$ cat src/rtl/hazard_unit_pkg.sv
// Shared constants for the pipeline hazard controller: forwarding select codes
// and the register number that is never forwarded (the PC).
package hazard_unit_pkg;

   localparam logic [2:0] FWD_RF   = 3'b000;
   localparam logic [2:0] FWD_RESW = 3'b001;
   localparam logic [2:0] FWD_ALUM = 3'b010;
   localparam logic [2:0] FWD_HIM  = 3'b011;
   localparam logic [2:0] FWD_HIW  = 3'b100;

   localparam int unsigned PC_REG = 15;

endpackage

$ cat src/rtl/ff1to1.sv
// Plain register block with asynchronous active-high reset; loads every cycle.
module ff1to1 #(
   parameter int unsigned W = 1
) (
   input  logic         clk,
   input  logic         reset,
   input  logic [W-1:0] d,
   output logic [W-1:0] q
);

   always_ff @(posedge clk or posedge reset) begin
      if (reset) q <= '0;
      else       q <= d;
   end

endmodule

$ cat src/rtl/hazard_fwd_sel.sv
// Per-operand forwarding priority select: newest producer wins, PC never forwarded.
module hazard_fwd_sel
   import hazard_unit_pkg::*;
#(
   parameter int unsigned RW = 4
) (
   input  logic [RW-1:0] raE,
   input  logic          regWriteM,
   input  logic          regWrite2M,
   input  logic          regWriteW,
   input  logic          regWrite2W,
   input  logic [RW-1:0] wa3M,
   input  logic [RW-1:0] wa4M,
   input  logic [RW-1:0] wa3W,
   input  logic [RW-1:0] wa4W,
   output logic [2:0]    fwd
);

   always_comb begin
      fwd = FWD_RF;
      if (raE != RW'(PC_REG)) begin
         if (regWriteM && (raE == wa3M))       fwd = FWD_ALUM;
         else if (regWrite2M && (raE == wa4M)) fwd = FWD_HIM;
         else if (regWriteW && (raE == wa3W))  fwd = FWD_RESW;
         else if (regWrite2W && (raE == wa4W)) fwd = FWD_HIW;
      end
   end

endmodule

$ cat src/rtl/hazard_unit.sv
// Pipeline hazard controller: load-use stall, PC-write/branch flush, operand
// forwarding, and a saturating count of stalled decode cycles.
module hazard_unit
   import hazard_unit_pkg::*;
#(
   parameter int unsigned RW = 4,
   parameter int unsigned CW = 16
) (
   input  logic          clk,
   input  logic          reset,
   input  logic [RW-1:0] RA1D,
   input  logic [RW-1:0] RA2D,
   input  logic [RW-1:0] WA3D,
   input  logic [RW-1:0] WA4D,
   input  logic          RegWriteE,
   input  logic          MemToRegE,
   input  logic          RegWriteM,
   input  logic          RegWrite2M,
   input  logic          RegWriteW,
   input  logic          RegWrite2W,
   input  logic          PCSrcD,
   input  logic          PCSrcE,
   input  logic          PCSrcM,
   input  logic          PCSrcW,
   input  logic          BranchTakenE,
   output logic          StallF,
   output logic          StallD,
   output logic          FlushD,
   output logic          FlushE,
   output logic [2:0]    ForwardAE,
   output logic [2:0]    ForwardBE,
   output logic [CW-1:0] StallCount
);

   logic          resetHigh;
   logic [RW-1:0] RA1E, RA2E, WA3E, WA4E;
   logic [RW-1:0] WA3M, WA4M, WA3W, WA4W;
   logic [4*RW-1:0] deD, deQ;
   logic [2*RW-1:0] emQ, mwQ;
   logic          ldrStall, pcWrPending;
   logic [CW-1:0] stallCountQ, stallCountD;

   assign resetHigh = ~reset;

   // A flushed execute stage becomes a bubble with all-zero addresses.
   assign deD = FlushE ? '0 : {RA1D, RA2D, WA3D, WA4D};

   ff1to1 #(.W(4*RW)) deReg (
      .clk   (clk),
      .reset (resetHigh),
      .d     (deD),
      .q     (deQ)
   );
   assign {RA1E, RA2E, WA3E, WA4E} = deQ;

   ff1to1 #(.W(2*RW)) emReg (
      .clk   (clk),
      .reset (resetHigh),
      .d     ({WA3E, WA4E}),
      .q     (emQ)
   );
   assign {WA3M, WA4M} = emQ;

   ff1to1 #(.W(2*RW)) mwReg (
      .clk   (clk),
      .reset (resetHigh),
      .d     ({WA3M, WA4M}),
      .q     (mwQ)
   );
   assign {WA3W, WA4W} = mwQ;

   hazard_fwd_sel #(.RW(RW)) fwdA (
      .raE        (RA1E),
      .regWriteM  (RegWriteM),
      .regWrite2M (RegWrite2M),
      .regWriteW  (RegWriteW),
      .regWrite2W (RegWrite2W),
      .wa3M       (WA3M),
      .wa4M       (WA4M),
      .wa3W       (WA3W),
      .wa4W       (WA4W),
      .fwd        (ForwardAE)
   );

   hazard_fwd_sel #(.RW(RW)) fwdB (
      .raE        (RA2E),
      .regWriteM  (RegWriteM),
      .regWrite2M (RegWrite2M),
      .regWriteW  (RegWriteW),
      .regWrite2W (RegWrite2W),
      .wa3M       (WA3M),
      .wa4M       (WA4M),
      .wa3W       (WA3W),
      .wa4W       (WA4W),
      .fwd        (ForwardBE)
   );

   always_comb begin
      ldrStall    = MemToRegE && RegWriteE && ((RA1D == WA3E) || (RA2D == WA3E));
      pcWrPending = PCSrcD || PCSrcE || PCSrcM;
      StallF      = ldrStall || pcWrPending;
      StallD      = ldrStall;
      FlushD      = pcWrPending || PCSrcW || BranchTakenE;
      FlushE      = ldrStall || BranchTakenE;
   end

   always_comb begin
      stallCountD = stallCountQ;
      if (StallD && (stallCountQ != '1)) stallCountD = stallCountQ + 1'b1;
   end

   always_ff @(posedge clk or negedge reset) begin
      if (!reset) stallCountQ <= '0;
      else        stallCountQ <= stallCountD;
   end

   assign StallCount = stallCountQ;

endmodule

$ cat config.mk
export PLATFORM = sky130hd
export DESIGN_NAME = hazard_unit
export DESIGN_NICKNAME = d
export VERILOG_FILES = /design/src/rtl/hazard_unit_pkg.sv /design/src/rtl/ff1to1.sv /design/src/rtl/hazard_fwd_sel.sv /design/src/rtl/hazard_unit.sv
export SDC_FILE = /design/constraint.sdc
export NUM_CORES = 1
export LEC_CHECK = 0
export BUFFER_PORTS_ARGS = -buffer_cell sky130_fd_sc_hd__clkbuf_2
export CAP_MARGIN = 30
export CELL_PAD_IN_SITES_DETAIL_PLACEMENT = 1
export CELL_PAD_IN_SITES_GLOBAL_PLACEMENT = 2
export CORE_UTILIZATION = 32
export DETAILED_ROUTE_END_ITERATION = 6
export HOLD_SLACK_MARGIN = 0.15
export PLACE_DENSITY = 0.73
export SYNTH_ARGS = -nofsm -noshare
export SYNTH_HDL_FRONTEND = slang
export SYNTH_SLANG_ARGS = --single-unit
$ cat constraint.sdc
create_clock -name clk -period 2.2 [get_ports clk]
set_input_delay 0.44 -clock clk [delete_from_list [all_inputs] [get_ports clk]]
set_output_delay 0.44 -clock clk [all_outputs]
set_load 0.02 [all_outputs]
==> results by group, run 1 <==
Timing
  – Setup TNS after final layout: -0.2632 ns
  – Upper clock frequency limit: 432.9 MHz
  – Time the final worst path needs with I/O delays and setup: 2.310 ns
  – Worst relative slew slack: 0.5985
  – Final Hold Violating Endpoints: 0
  – Final period utilization: 1.050
  – Total of endpoints with negative setup slack in the final report: 6
  – Layout Skew: 0.002040 ns
  – RSZ-0062 raised after global routing: true
  – Slew at the pin closest to its max-slew limit: 0.6023 ns
  – Final Worst Setup Slack: -0.1099 ns
  – Max-slew violation count: 0

Synthesis
  – Count of mapped cells out of synthesis: between 200 and 250
  – Post-synthesis cell area: 2263 um^2
  – Syn_nets: around 240
  – Post-synthesis register bit count: 48
  – Count of warnings emitted by yosys: 0
  – Async S/R FF share, synth: 1.000
  – Mean Syn Cell Area: 11.04 um^2
  – Leading post-synthesis cells by cell area: sky130_fd_sc_hd__dfrtp_1, sky130_fd_sc_hd__xnor2_1, sky130_fd_sc_hd__xor2_1, sky130_fd_sc_hd__and2_1, sky130_fd_sc_hd__nand4_1
  – Most frequently used flop master after synthesis: sky130_fd_sc_hd__dfrtp_1
  – Area share of the leading cell type in the synthesized netlist: 0.5307
  – Sequential element share of the synthesized area: 0.5307
  – Number of synthesized flops with an enable pin: 0
  – Number of distinct standard cells referenced by the synthesized netlist: 31
  – Biggest area consumer among synthesized cells: sky130_fd_sc_hd__dfrtp_1

Layout
  – Multi-input logic area: 1107 um^2
  – Number of fill cells in the layout: 791
  – Area occupied by registers: 1205 um^2
  – Fin cells: 376
  – Antenna diode count: 0
  – Fraction of layout cells with a size suffix above 1: 0.4036
  – Final layout net count: 310
  – Layout area overhead: 34.00%
  – Cell area after layout: about 3000 um^2

Placed design
  – DP Cell Count: between 300 and 400
  – Dpl hpwl: between 3000 and 4000 um
  – Global placement routability congestion: between 0.8 and 0.9
  – Placed cell areas: 2714 um^2
  – Total of buffers placed on input and output ports: between 50 and 60

Drt
  – DRC violation count after routing: 0
  – Total routed wirelength: 5403 um
  – First DRT Iteration DRCs: 64
  – Post-route antenna net violation count: 0
  – Via count: 1,703
  – Detail-routed net length per standard cell: 14.37 um
  – Detailed-router iteration count before antenna repair: 4
  – Vias per std cell: 4.529

CTS
  – Number of buffers on the longest clock path: 2
  – TritonCTS clock tree: done
  – Number of sinks on the clock net: 48
  – TritonCTS buffer count: 5
  – Source-to-sink clock delay at the later pin of the worst-skew pair: 0.30 ns
  – Hold-fix buffer count after cts: 0
  – H-Tree Level Count: 2
  – Clock slew at reported path FFs: around 0.08 ns
  – Clock root buffer: sky130_fd_sc_hd__clkbuf_8

Run
  – Max Cap Violations: 0

Floorplanning
  – Initial core utilization: 0.3313
  – Die area: 7413 um^2
  – Core footprint: 6832 um^2
  – Row count: 30
  – Number of ports placed on the die boundary: 55
  – Die Span X: 86.10 um
  – DIE HEIGHT: 86.10 um

Power
  – Proportion of total power due to net switching: 0.2921
  – Power density of the placed cells: 627.6 nW/um^2
  – Internal power: roughly 1.3 mW
  – Total net switching power: 0.5559 mW
  – Portion of total power attributed to combinational logic: 0.205
  – Post-route total power: 1.904 mW
  – Leakage power figure: 1.471 nW
  – Clock power share: 0.266
  – Sequential power share: 0.529
  – Peak supply drop: 291.3 uV

Setup path
  – Crit path capture type: primary output
  – Maximum fanout count along the critical path: 4
  – Worst EP arrival: between 1.5 and 2 ns
  – Type of the worst setup path: flip-flop to primary output
  – Required time reported for the critical path endpoint: approximately 1.8 ns
  – Crit start category: flip-flop

GRT
  – GR peak layer: met2
  – M2 GR Usage: 0.2338
  – Via count of the first global-routing pass: 1,709
  – Initial antenna violation count: 0
  – Global routing usage on met1: 0.2059
  – Largest net degree at the start of global routing: 49
  – GR Util All Layers: 0.1484
  – Overflow left after global routing: 0
  – First-pass GRT wire length: about 8500 um
  – Met3 usage: 0.02406

Status
  – Failing checks: setup timing
  – Status: finished with violations

Min path
  – Class of the most critical hold timing path: input port to async pin
==> layout make-up <==
type | instances | share of cell area
inverter | 5 | 0.006188
clock inverter | 2 | 0.004125
sequential | 48 | 0.3973
timing repair buffer | 80 | 0.1650
tap | 96 | 0.03960
multi-input combinational | 140 | 0.3651
clock buffer | 5 | 0.02269
==> timing repair <==
item,in CTS,in global routing
gates resized for setup,14,28
pin swaps,7,15
setup buffers,4,7
setup endpoints to repair,7,7
==> power groups by stage <==
stage               sequential, mW  combinational (mW)  clock (mW)
floorplan                     1.03               0.181           0
global placement              1.02               0.330           0
detailed placement            1.02               0.334           0
CTS                           1.00               0.361       0.534
global route                  1.02               0.432       0.560
finish                        1.01               0.391       0.506
==> cells in the mapped netlist, types with 3 or more instances <==
master                     number
sky130_fd_sc_hd__nor3_1         4
sky130_fd_sc_hd__nand4_1       13
sky130_fd_sc_hd__nor4_1         4
sky130_fd_sc_hd__inv_1          5
sky130_fd_sc_hd__and3_1         9
sky130_fd_sc_hd__a21oi_1        4
sky130_fd_sc_hd__nor2_1         5
sky130_fd_sc_hd__nand3_1        7
sky130_fd_sc_hd__buf_2          3
sky130_fd_sc_hd__o21ai_0        3
sky130_fd_sc_hd__clkbuf_1       7
sky130_fd_sc_hd__xor2_1        21
sky130_fd_sc_hd__xnor2_1       30
sky130_fd_sc_hd__dfrtp_1       48
sky130_fd_sc_hd__and2_1        17
sky130_fd_sc_hd__nand2_1        7
==> path summary, 6_finish.rpt <==
| check | start | end | slack, ns | depth (start not counted) |
|---|---|---|---|---|
| max in group asynchronous | reset | emReg.q[1] | 1.54 | 2 |
| min | reset | StallCount[13] | 0.22 | 2 |
| max reg2reg | StallCount[0] | StallCount[1] | 0.38 | 5 |
| min in group clk | WA3D[2] | deReg.q[6] | 0.34 | 2 |
| max | emReg.q[5] | ForwardBE[1] | -0.11 | 5 |
| min reg2reg | deReg.q[2] | emReg.q[2] | 0.36 | 0 |
==> per-stage QoR <==
stage                     utilization  setup WS [ns]  hold WS (ns)
after floorplan                     -         0.1278        0.1444
final                          0.4440        -0.1099        0.2191
after global placement         0.3973        0.08647        0.3319
after global routing           0.4440        -0.2293        0.2746
after CTS                      0.4207       -0.06186        0.2431
after detailed placement       0.3973         0.1311        0.3363
==> cells by family after synthesis <==
family / synth area share
AO/OA/AOI/OAI: 0.03925
XOR/XNOR: 0.1973
adder cells (fa/ha/maj): 0.005527
buffers and inverters: 0.03151
flip-flops: 0.5307
multiplexers: 0.006632
AND/OR/NAND/NOR: 0.1891
==> worst max-delay path, stage by stage, from the launching register on <==
cell	delay, ns
sky130_fd_sc_hd__dfrtp_1	0.46
sky130_fd_sc_hd__a222oi_1	0.38
sky130_fd_sc_hd__nor4b_4	0.32
sky130_fd_sc_hd__nor2_1	0.07
sky130_fd_sc_hd__a41oi_1	0.17
sky130_fd_sc_hd__buf_4	0.17
==> metal layers <==
metal,share of wire,vias to the layer above
li1,-,838
met1,0.47,812
met2,0.47,43
met3,0.037,10
met4,0.019,0
met5,0,-
==> cell usage in the layout, fill, tap and decap left out, drive strengths merged, types with 5 or more instances in the layout <==
cell type and n:
and3 9, nand4 13, inv 5, clkbuf 54
dfrtp 48, and2 18, nand2 7, nand3 7
nor2 5, xnor2 30, xor2 21, buf 31
==> registers in the layout (all words and copies together) (netlist names) <==
register    count
StallCount     16
deReg.q        16
emReg.q         8
mwReg.q         8
Note: power is estimated with default switching activity, not from simulation.
==> inputs of run 2 (changes only) <==
Settings changed: CELL_PAD_IN_SITES_GLOBAL_PLACEMENT 2 to 1, PLACE_DENSITY 0.73 to 0.61, SLEW_MARGIN from default to 20.
==> run 2 against run 1 <==
  * The flow still finishes with violations (setup timing)
  * Sequential share of layout area down 0.20 points
  * Final cell count fell by 0.27%
  * Maximum frequency is 2.6% higher
  * Flip-flop and latch count did not move
  * Global-route usage is 0.13 points higher
  * Routed wire length shrank 3.0%
  * Clock power rose by 7.5%
  * Hold slack worse by 0.0082 ns
  * Critical path type unchanged
==> results by group, run 2 (synthesis gave the netlist of run 1 again) <==
GRT
  – Overflow left after global routing: 0
  – Largest net degree at the start of global routing: around 50
  – First-pass GRT wire length: around 8500 um
  – GR Util All Layers: 0.1497
  – Initial antenna violation count: 0
  – Via count of the first global-routing pass: 1,722

Placed design
  – Total of buffers placed on input and output ports: 54
  – Dpl hpwl: between 3000 and 4000 um
  – Placed cell areas: 2706 um^2
  – Global placement routability congestion: 0.7748

Setup path
  – Required time reported for the critical path endpoint: 1.76 ns
  – Type of the worst setup path: flip-flop to primary output
  – Maximum fanout count along the critical path: 3
  – Worst EP arrival: 1.81 ns
  – Crit path capture type: primary output
  – Crit start category: flip-flop

Floorplanning
  – Number of ports placed on the die boundary: 55
  – DIE HEIGHT: 86.10 um
  – Die area: 7413 um^2
  – Initial core utilization: 0.3313
  – Row count: 30
  – Die Span X: around 86 um
  – Core footprint: 6832 um^2

CTS
  – TritonCTS buffer count: 5
  – Source-to-sink clock delay at the later pin of the worst-skew pair: 0.30 ns
  – Clock root buffer: sky130_fd_sc_hd__clkbuf_8
  – H-Tree Level Count: 2
  – Number of sinks on the clock net: 48
  – Number of buffers on the longest clock path: 2
  – TritonCTS clock tree: done
  – Hold-fix buffer count after cts: 0
  – Clock slew at reported path FFs: around 0.09 ns

Layout
  – Cell area after layout: 3052 um^2
  – Most common cell after layout, fill and taps aside: sky130_fd_sc_hd__clkbuf_2
  – Fraction of layout cells with a size suffix above 1: 0.3978
  – Number of fill cells in the layout: 793
  – Final layout net count: a little over 300
  – Leading cell types in the layout, fill and taps excluded: sky130_fd_sc_hd__clkbuf_2, sky130_fd_sc_hd__dfrtp_1, sky130_fd_sc_hd__xnor2_1
  – Layout area overhead: 34.83%
  – Antenna diode count: 0
  – Multi-input logic area: 1122 um^2
  – Area occupied by registers: 1206 um^2

Status
  – Status: finished with violations
  – Failing checks: setup timing

Power
  – Power density of the placed cells: 636.7 nW/um^2
  – Peak supply drop: roughly 320 uV
  – Post-route total power: 1.943 mW
  – Leakage power figure: 1.459 nW

Run
  – Max Cap Violations: 0

Timing
  – Max-slew violation count: 0
  – RSZ-0062 raised after global routing: true
  – Worst relative slew slack: 0.5990
  – Final Hold Violating Endpoints: 0
  – Final period utilization: 1.023
  – Final Worst Setup Slack: -0.05046 ns
  – Slew at the pin closest to its max-slew limit: roughly 0.60 ns
  – Layout Skew: 0.006628 ns
  – Upper clock frequency limit: 444.4 MHz
  – Time the final worst path needs with I/O delays and setup: ~2.3 ns
  – Total of endpoints with negative setup slack in the final report: 3

Min path
  – Class of the most critical hold timing path: input port to async pin

Drt
  – Post-route antenna net violation count: 0
  – Via count: 1,702
  – DRC violation count after routing: 0
  – Detail-routed net length per standard cell: about 14 um
  – Detailed-router iteration count before antenna repair: 4
  – Vias per std cell: 4.539
  – First DRT Iteration DRCs: 31
  – Total routed wirelength: about 5200 um
run 2: cell count changes in the layout (fill, tap and decap cells not counted), sizes merged:
cell,before,now
clkinv,1,0
buf,31,27
clkbuf,54,58
run 2: critical path, cell delays in order (launching register included):
cell and delay [ns]:
sky130_fd_sc_hd__dfrtp_1 0.42, sky130_fd_sc_hd__inv_2 0.05, sky130_fd_sc_hd__a222oi_1 0.33, sky130_fd_sc_hd__nor4b_4 0.30, sky130_fd_sc_hd__nor2_1 0.09, sky130_fd_sc_hd__a41oi_2 0.16, sky130_fd_sc_hd__buf_4 0.16
run 2: metrics by stage:
stage | cells | hold WS (ns) | worst slack [ns] | TNS (ns) | utilization
after floorplan | 205 | 0.1444 | 0.1278 | 0 | -
after global placement | 357 | 0.3335 | 0.1349 | 0 | 0.3962
after detailed placement | 357 | 0.3364 | 0.1084 | 0 | 0.3962
after CTS | 370 | 0.2498 | -0.1104 | -0.3786 | 0.4234
after global routing | 375 | 0.2733 | -0.1825 | -0.7521 | 0.4467
final | 375 | 0.2110 | -0.05046 | -0.08428 | 0.4467
run 2: power breakdown:
part | leakage (nW) | switching, mW | internal, mW
clock | 0.0445 | 0.288 | 0.256
combinational | 0.787 | 0.200 | 0.192
sequential | 0.628 | 0.0659 | 0.942
total | 1.46 | 0.554 | 1.39
run 2: layout make-up:
| type | count | area share |
|---|---|---|
| Inverter | 5 | 0.006150 |
| Clock buffer | 7 | 0.02829 |
| Multi-Input combinational cell | 140 | 0.3678 |
| Tap cell | 96 | 0.03936 |
| Timing Repair Buffer | 78 | 0.1607 |
| Sequential cell | 48 | 0.3952 |
| Clock inverter | 1 | 0.002460 |
run 2: what timing repair did:
action                                  4_1_cts  5_1_grt
pin swaps                                    10        9
cloned                                        0        0
endpoints found under the setup margin        7        7
setup buffers                                 5        5
resized for setup                            15       27
run 2: path summary, 6_finish.rpt:
kind / startpoint / end / slack [ns] / cells past startpoint
hold reg to reg: deReg.q[2] / emReg.q[2] / 0.35 / 0
max in group asynchronous: reset / emReg.q[0] / 1.53 / 2
hold / removal: reset / StallCount[12] / 0.21 / 2
setup / recovery: deReg.q[9] / ForwardBE[1] / -0.05 / 6
setup reg to reg: StallCount[0] / StallCount[1] / 0.35 / 5
min in group clk: WA3D[2] / deReg.q[6] / 0.34 / 2
run 2: routing by layer:
metal  track usage  part of all wire
met5             0                 0
met4       0.04545             0.013
met3       0.02887             0.033
met2        0.2367              0.47
met1        0.2081              0.48
==> inputs of run 3 (changes only) <==
Settings changed: ABC_AREA from default to 1, PLACE_DENSITY 0.61 to 0.64.
==> run 3 against run 2 <==
  * The run now ends clean
  * Setup slack better by 0.18 ns
  * Final cell count up 46%
  * Count of clock-buffer cells in the layout down 2
  * Critical endpoint is now ForwardAE[1]
  * Largest cell class is now multi-input gates
  * Largest power group unchanged
==> results by group, run 3 <==
Layout
  – Cell area after layout: 3322 um^2
  – Multi-input logic area: 1262 um^2
  – Most common cell after layout, fill and taps aside: sky130_fd_sc_hd__nand2_1
  – Fin util: 0.4043
  – Antenna diode count: 0
  – Layout area overhead: 22.58%
  – Area occupied by registers: around 1200 um^2
  – Final layout net count: 471
  – Leading cell types in the layout, fill and taps excluded: sky130_fd_sc_hd__nand2_1, sky130_fd_sc_hd__inv_1, sky130_fd_sc_hd__clkbuf_2
  – Fin cells: 547
  – Number of fill cells in the layout: 1,072
  – Fraction of layout cells with a size suffix above 1: 0.2172

Setup path
  – Type of the worst setup path: flip-flop to primary output
  – Required time reported for the critical path endpoint: approximately 1.8 ns
  – Number of cells on the worst reg-to-reg path: 9
  – Crit path capture type: primary output
  – Worst EP arrival: 1.63 ns
  – Crit start category: flip-flop
  – Destination of the worst register-to-register timing path: StallCount[1]
  – Maximum fanout count along the critical path: 3
  – Reg-to-reg critical path startpoint: StallCount[0]
  – Reg2Reg Setup Slack: 0.47 ns

GRT
  – Met3 usage: 0.02751
  – Largest net degree at the start of global routing: 49
  – Global routing usage on met1: 0.2165
  – Overflow left after global routing: 0
  – M2 GR Usage: 0.3607
  – Via count of the first global-routing pass: 2,805
  – GR Util All Layers: 0.1914
  – Initial antenna violation count: 0
  – First-pass GRT wire length: 13,130 um
  – GR peak layer: met2

Timing
  – Upper clock frequency limit: 482.3 MHz
  – Final period utilization: 0.9425
  – Final Worst Setup Slack: around 0.13 ns
  – Worst relative slew slack: 0.5886
  – Max-slew violation count: 0
  – Final Hold Violating Endpoints: 0
  – Total of endpoints with negative setup slack in the final report: 0
  – Slew at the pin closest to its max-slew limit: 0.6170 ns
  – Setup TNS after final layout: 0 ns
  – Layout Skew: a little under 0.005 ns
  – Time the final worst path needs with I/O delays and setup: between 2 and 2.5 ns
  – Worst Hold Slack: 0.2238 ns

Synthesis
  – Biggest area consumer among synthesized cells: sky130_fd_sc_hd__dfrtp_1
  – Count of warnings emitted by yosys: 0
  – Most frequently used flop master after synthesis: sky130_fd_sc_hd__dfrtp_1
  – Async S/R FF share, synth: 1.000
  – Most used standard cells in the synthesized netlist: sky130_fd_sc_hd__nand2_1, sky130_fd_sc_hd__inv_1, sky130_fd_sc_hd__nor2_1
  – Leading post-synthesis cells by cell area: sky130_fd_sc_hd__dfrtp_1, sky130_fd_sc_hd__nand2_1, sky130_fd_sc_hd__inv_1, sky130_fd_sc_hd__nor2_1, sky130_fd_sc_hd__nand4_1
  – Number of synthesized flops with an enable pin: 0
  – Post-synthesis cell area: 2710 um^2
  – Mean Syn Cell Area: 7.246 um^2
  – Number of distinct standard cells referenced by the synthesized netlist: 27
  – Sequential element share of the synthesized area: 0.4432
  – Count of mapped cells out of synthesis: ~370
  – Count leader, synth: sky130_fd_sc_hd__nand2_1
  – Syn_nets: just over 400
  – Area share of the leading cell type in the synthesized netlist: 0.4432
  – Post-synthesis register bit count: 48

Placed design
  – Total of buffers placed on input and output ports: 54
  – Dpl hpwl: a little under 6000 um
  – Post-placement worst setup slack: 0.2262 ns
  – DP Cell Count: 532
  – Global placement routability congestion: ~0.84
  – Placed cell areas: 3113 um^2

CTS
  – Hold-fix buffer count after cts: 0
  – Clock root buffer: sky130_fd_sc_hd__clkbuf_8
  – Source-to-sink clock delay at the later pin of the worst-skew pair: approximately 0.30 ns
  – Number of buffers on the longest clock path: 2
  – Clock slew at reported path FFs: about 0.090 ns
  – TritonCTS clock tree: done
  – H-Tree Level Count: 2
  – Number of sinks on the clock net: between 40 and 50
  – TritonCTS buffer count: 5

Status
  – Status: completed

Drt
  – Vias per std cell: 4.845
  – First DRT Iteration DRCs: 58
  – Detailed-router iteration count before antenna repair: 4
  – Total routed wirelength: approximately 7700 um
  – Post-route antenna net violation count: 0
  – Via count: roughly 2.7k
  – DRC violation count after routing: 0
  – Detail-routed net length per standard cell: approximately 14 um

Power
  – Total net switching power: around 0.60 mW
  – Internal power: around 1.4 mW
  – Sequential power share: 0.493
  – Post-route total power: 2.026 mW
  – Portion of total power attributed to combinational logic: 0.186
  – Peak supply drop: 257.8 uV
  – Leakage power figure: 1.809 nW
  – Proportion of total power due to net switching: 0.2973
  – Clock power share: 0.321
  – Power density of the placed cells: 609.8 nW/um^2

Run
  – Max Cap Violations: 0

Floorplanning
  – Initial core utilization: 0.3298
  – Row count: 33
  – Number of ports placed on the die boundary: 55
  – Core footprint: just over 8000 um^2
  – Die area: 8841 um^2
  – DIE HEIGHT: ~94 um
  – Die Span X: 94.03 um

Min path
  – Class of the most critical hold timing path: input port to async pin
-- run 3: changes by cell type in the layout (fill, tap and decap cells not counted), moves of 8 or more --
cell and change:
sky130_fd_sc_hd__xor2_1 -14, sky130_fd_sc_hd__o21ai_0 +10, sky130_fd_sc_hd__nor2_1 +44, sky130_fd_sc_hd__and2_1 -17, sky130_fd_sc_hd__buf_4 -9, sky130_fd_sc_hd__xnor2_1 -21
sky130_fd_sc_hd__nand2_1 +109, sky130_fd_sc_hd__inv_1 +49, sky130_fd_sc_hd__nand4_1 +11, sky130_fd_sc_hd__and3_1 -8
-- run 3: layout make-up --
cell class              count  area share
multi-input cells         260      0.3800
well taps                 105     0.03955
clock inverters             3     0.01394
flip-flops and latches     48      0.3631
inverters                  59     0.06667
repair buffers             67      0.1160
clock buffers               5     0.02072
-- run 3: how the worst max path moves through the flow --
stage                start            to  slack (ns)  depth (start not counted)
5_1_grt         emReg.q[6]  ForwardAE[1]      -0.006                          5
2_1_floorplan  deReg.q[14]  ForwardAE[1]        0.21                          5
3_5_place_dp   deReg.q[14]  ForwardAE[1]        0.23                          5
3_3_place_gp   deReg.q[14]  ForwardAE[1]        0.24                          5
6_report        emReg.q[6]  ForwardAE[1]        0.13                          5
4_1_cts        deReg.q[11]  ForwardBE[1]        0.01                          6
-- run 3: what timing repair did --
action                     in CTS  in global routing
resized for setup               2                 17
setup buffers                   1                  6
setup endpoints to repair       3                  9
pin swaps                       0                  4
-- run 3: worst max-delay path, stage by stage (launching register included) --
cell	delay [ns]
sky130_fd_sc_hd__dfrtp_1	0.41
sky130_fd_sc_hd__or2_4	0.25
sky130_fd_sc_hd__a21oi_2	0.11
sky130_fd_sc_hd__nand4_1	0.21
sky130_fd_sc_hd__a21boi_1	0.20
sky130_fd_sc_hd__buf_4	0.15
-- run 3: cells by family (layout without fill, tap and decap cells) --
family / after synthesis / after routing / synth area share
adder cells (fa/ha/maj): 1 / 1 / 0.004616
flip-flops: 48 / 48 / 0.4432
buffers and inverters: 66 / 134 / 0.09787
AND/OR/NAND/NOR: 218 / 218 / 0.3560
AO/OA/AOI/OAI: 30 / 30 / 0.06279
XOR/XNOR: 11 / 11 / 0.03555
-- run 3: power by group through the flow --
| stage | registers, mW | clock network [mW] | logic, mW |
|---|---|---|---|
| 6_report | 0.999 | 0.651 | 0.376 |
| 5_1_grt | 1.01 | 0.715 | 0.428 |
| 4_1_cts | 0.999 | 0.681 | 0.363 |
| 3_5_place_dp | 1.02 | 0 | 0.356 |
| 3_3_place_gp | 1.02 | 0 | 0.345 |
| 2_1_floorplan | 1.02 | 0 | 0.199 |
-- run 3: per-layer routing --
layer	routed length, um	share of wire	vias to the layer above
met4	173	0.023	0
li1	-	-	1308
met5	0	0	-
met2	4178	0.54	36
met1	3142	0.41	1290
met3	183	0.024	16
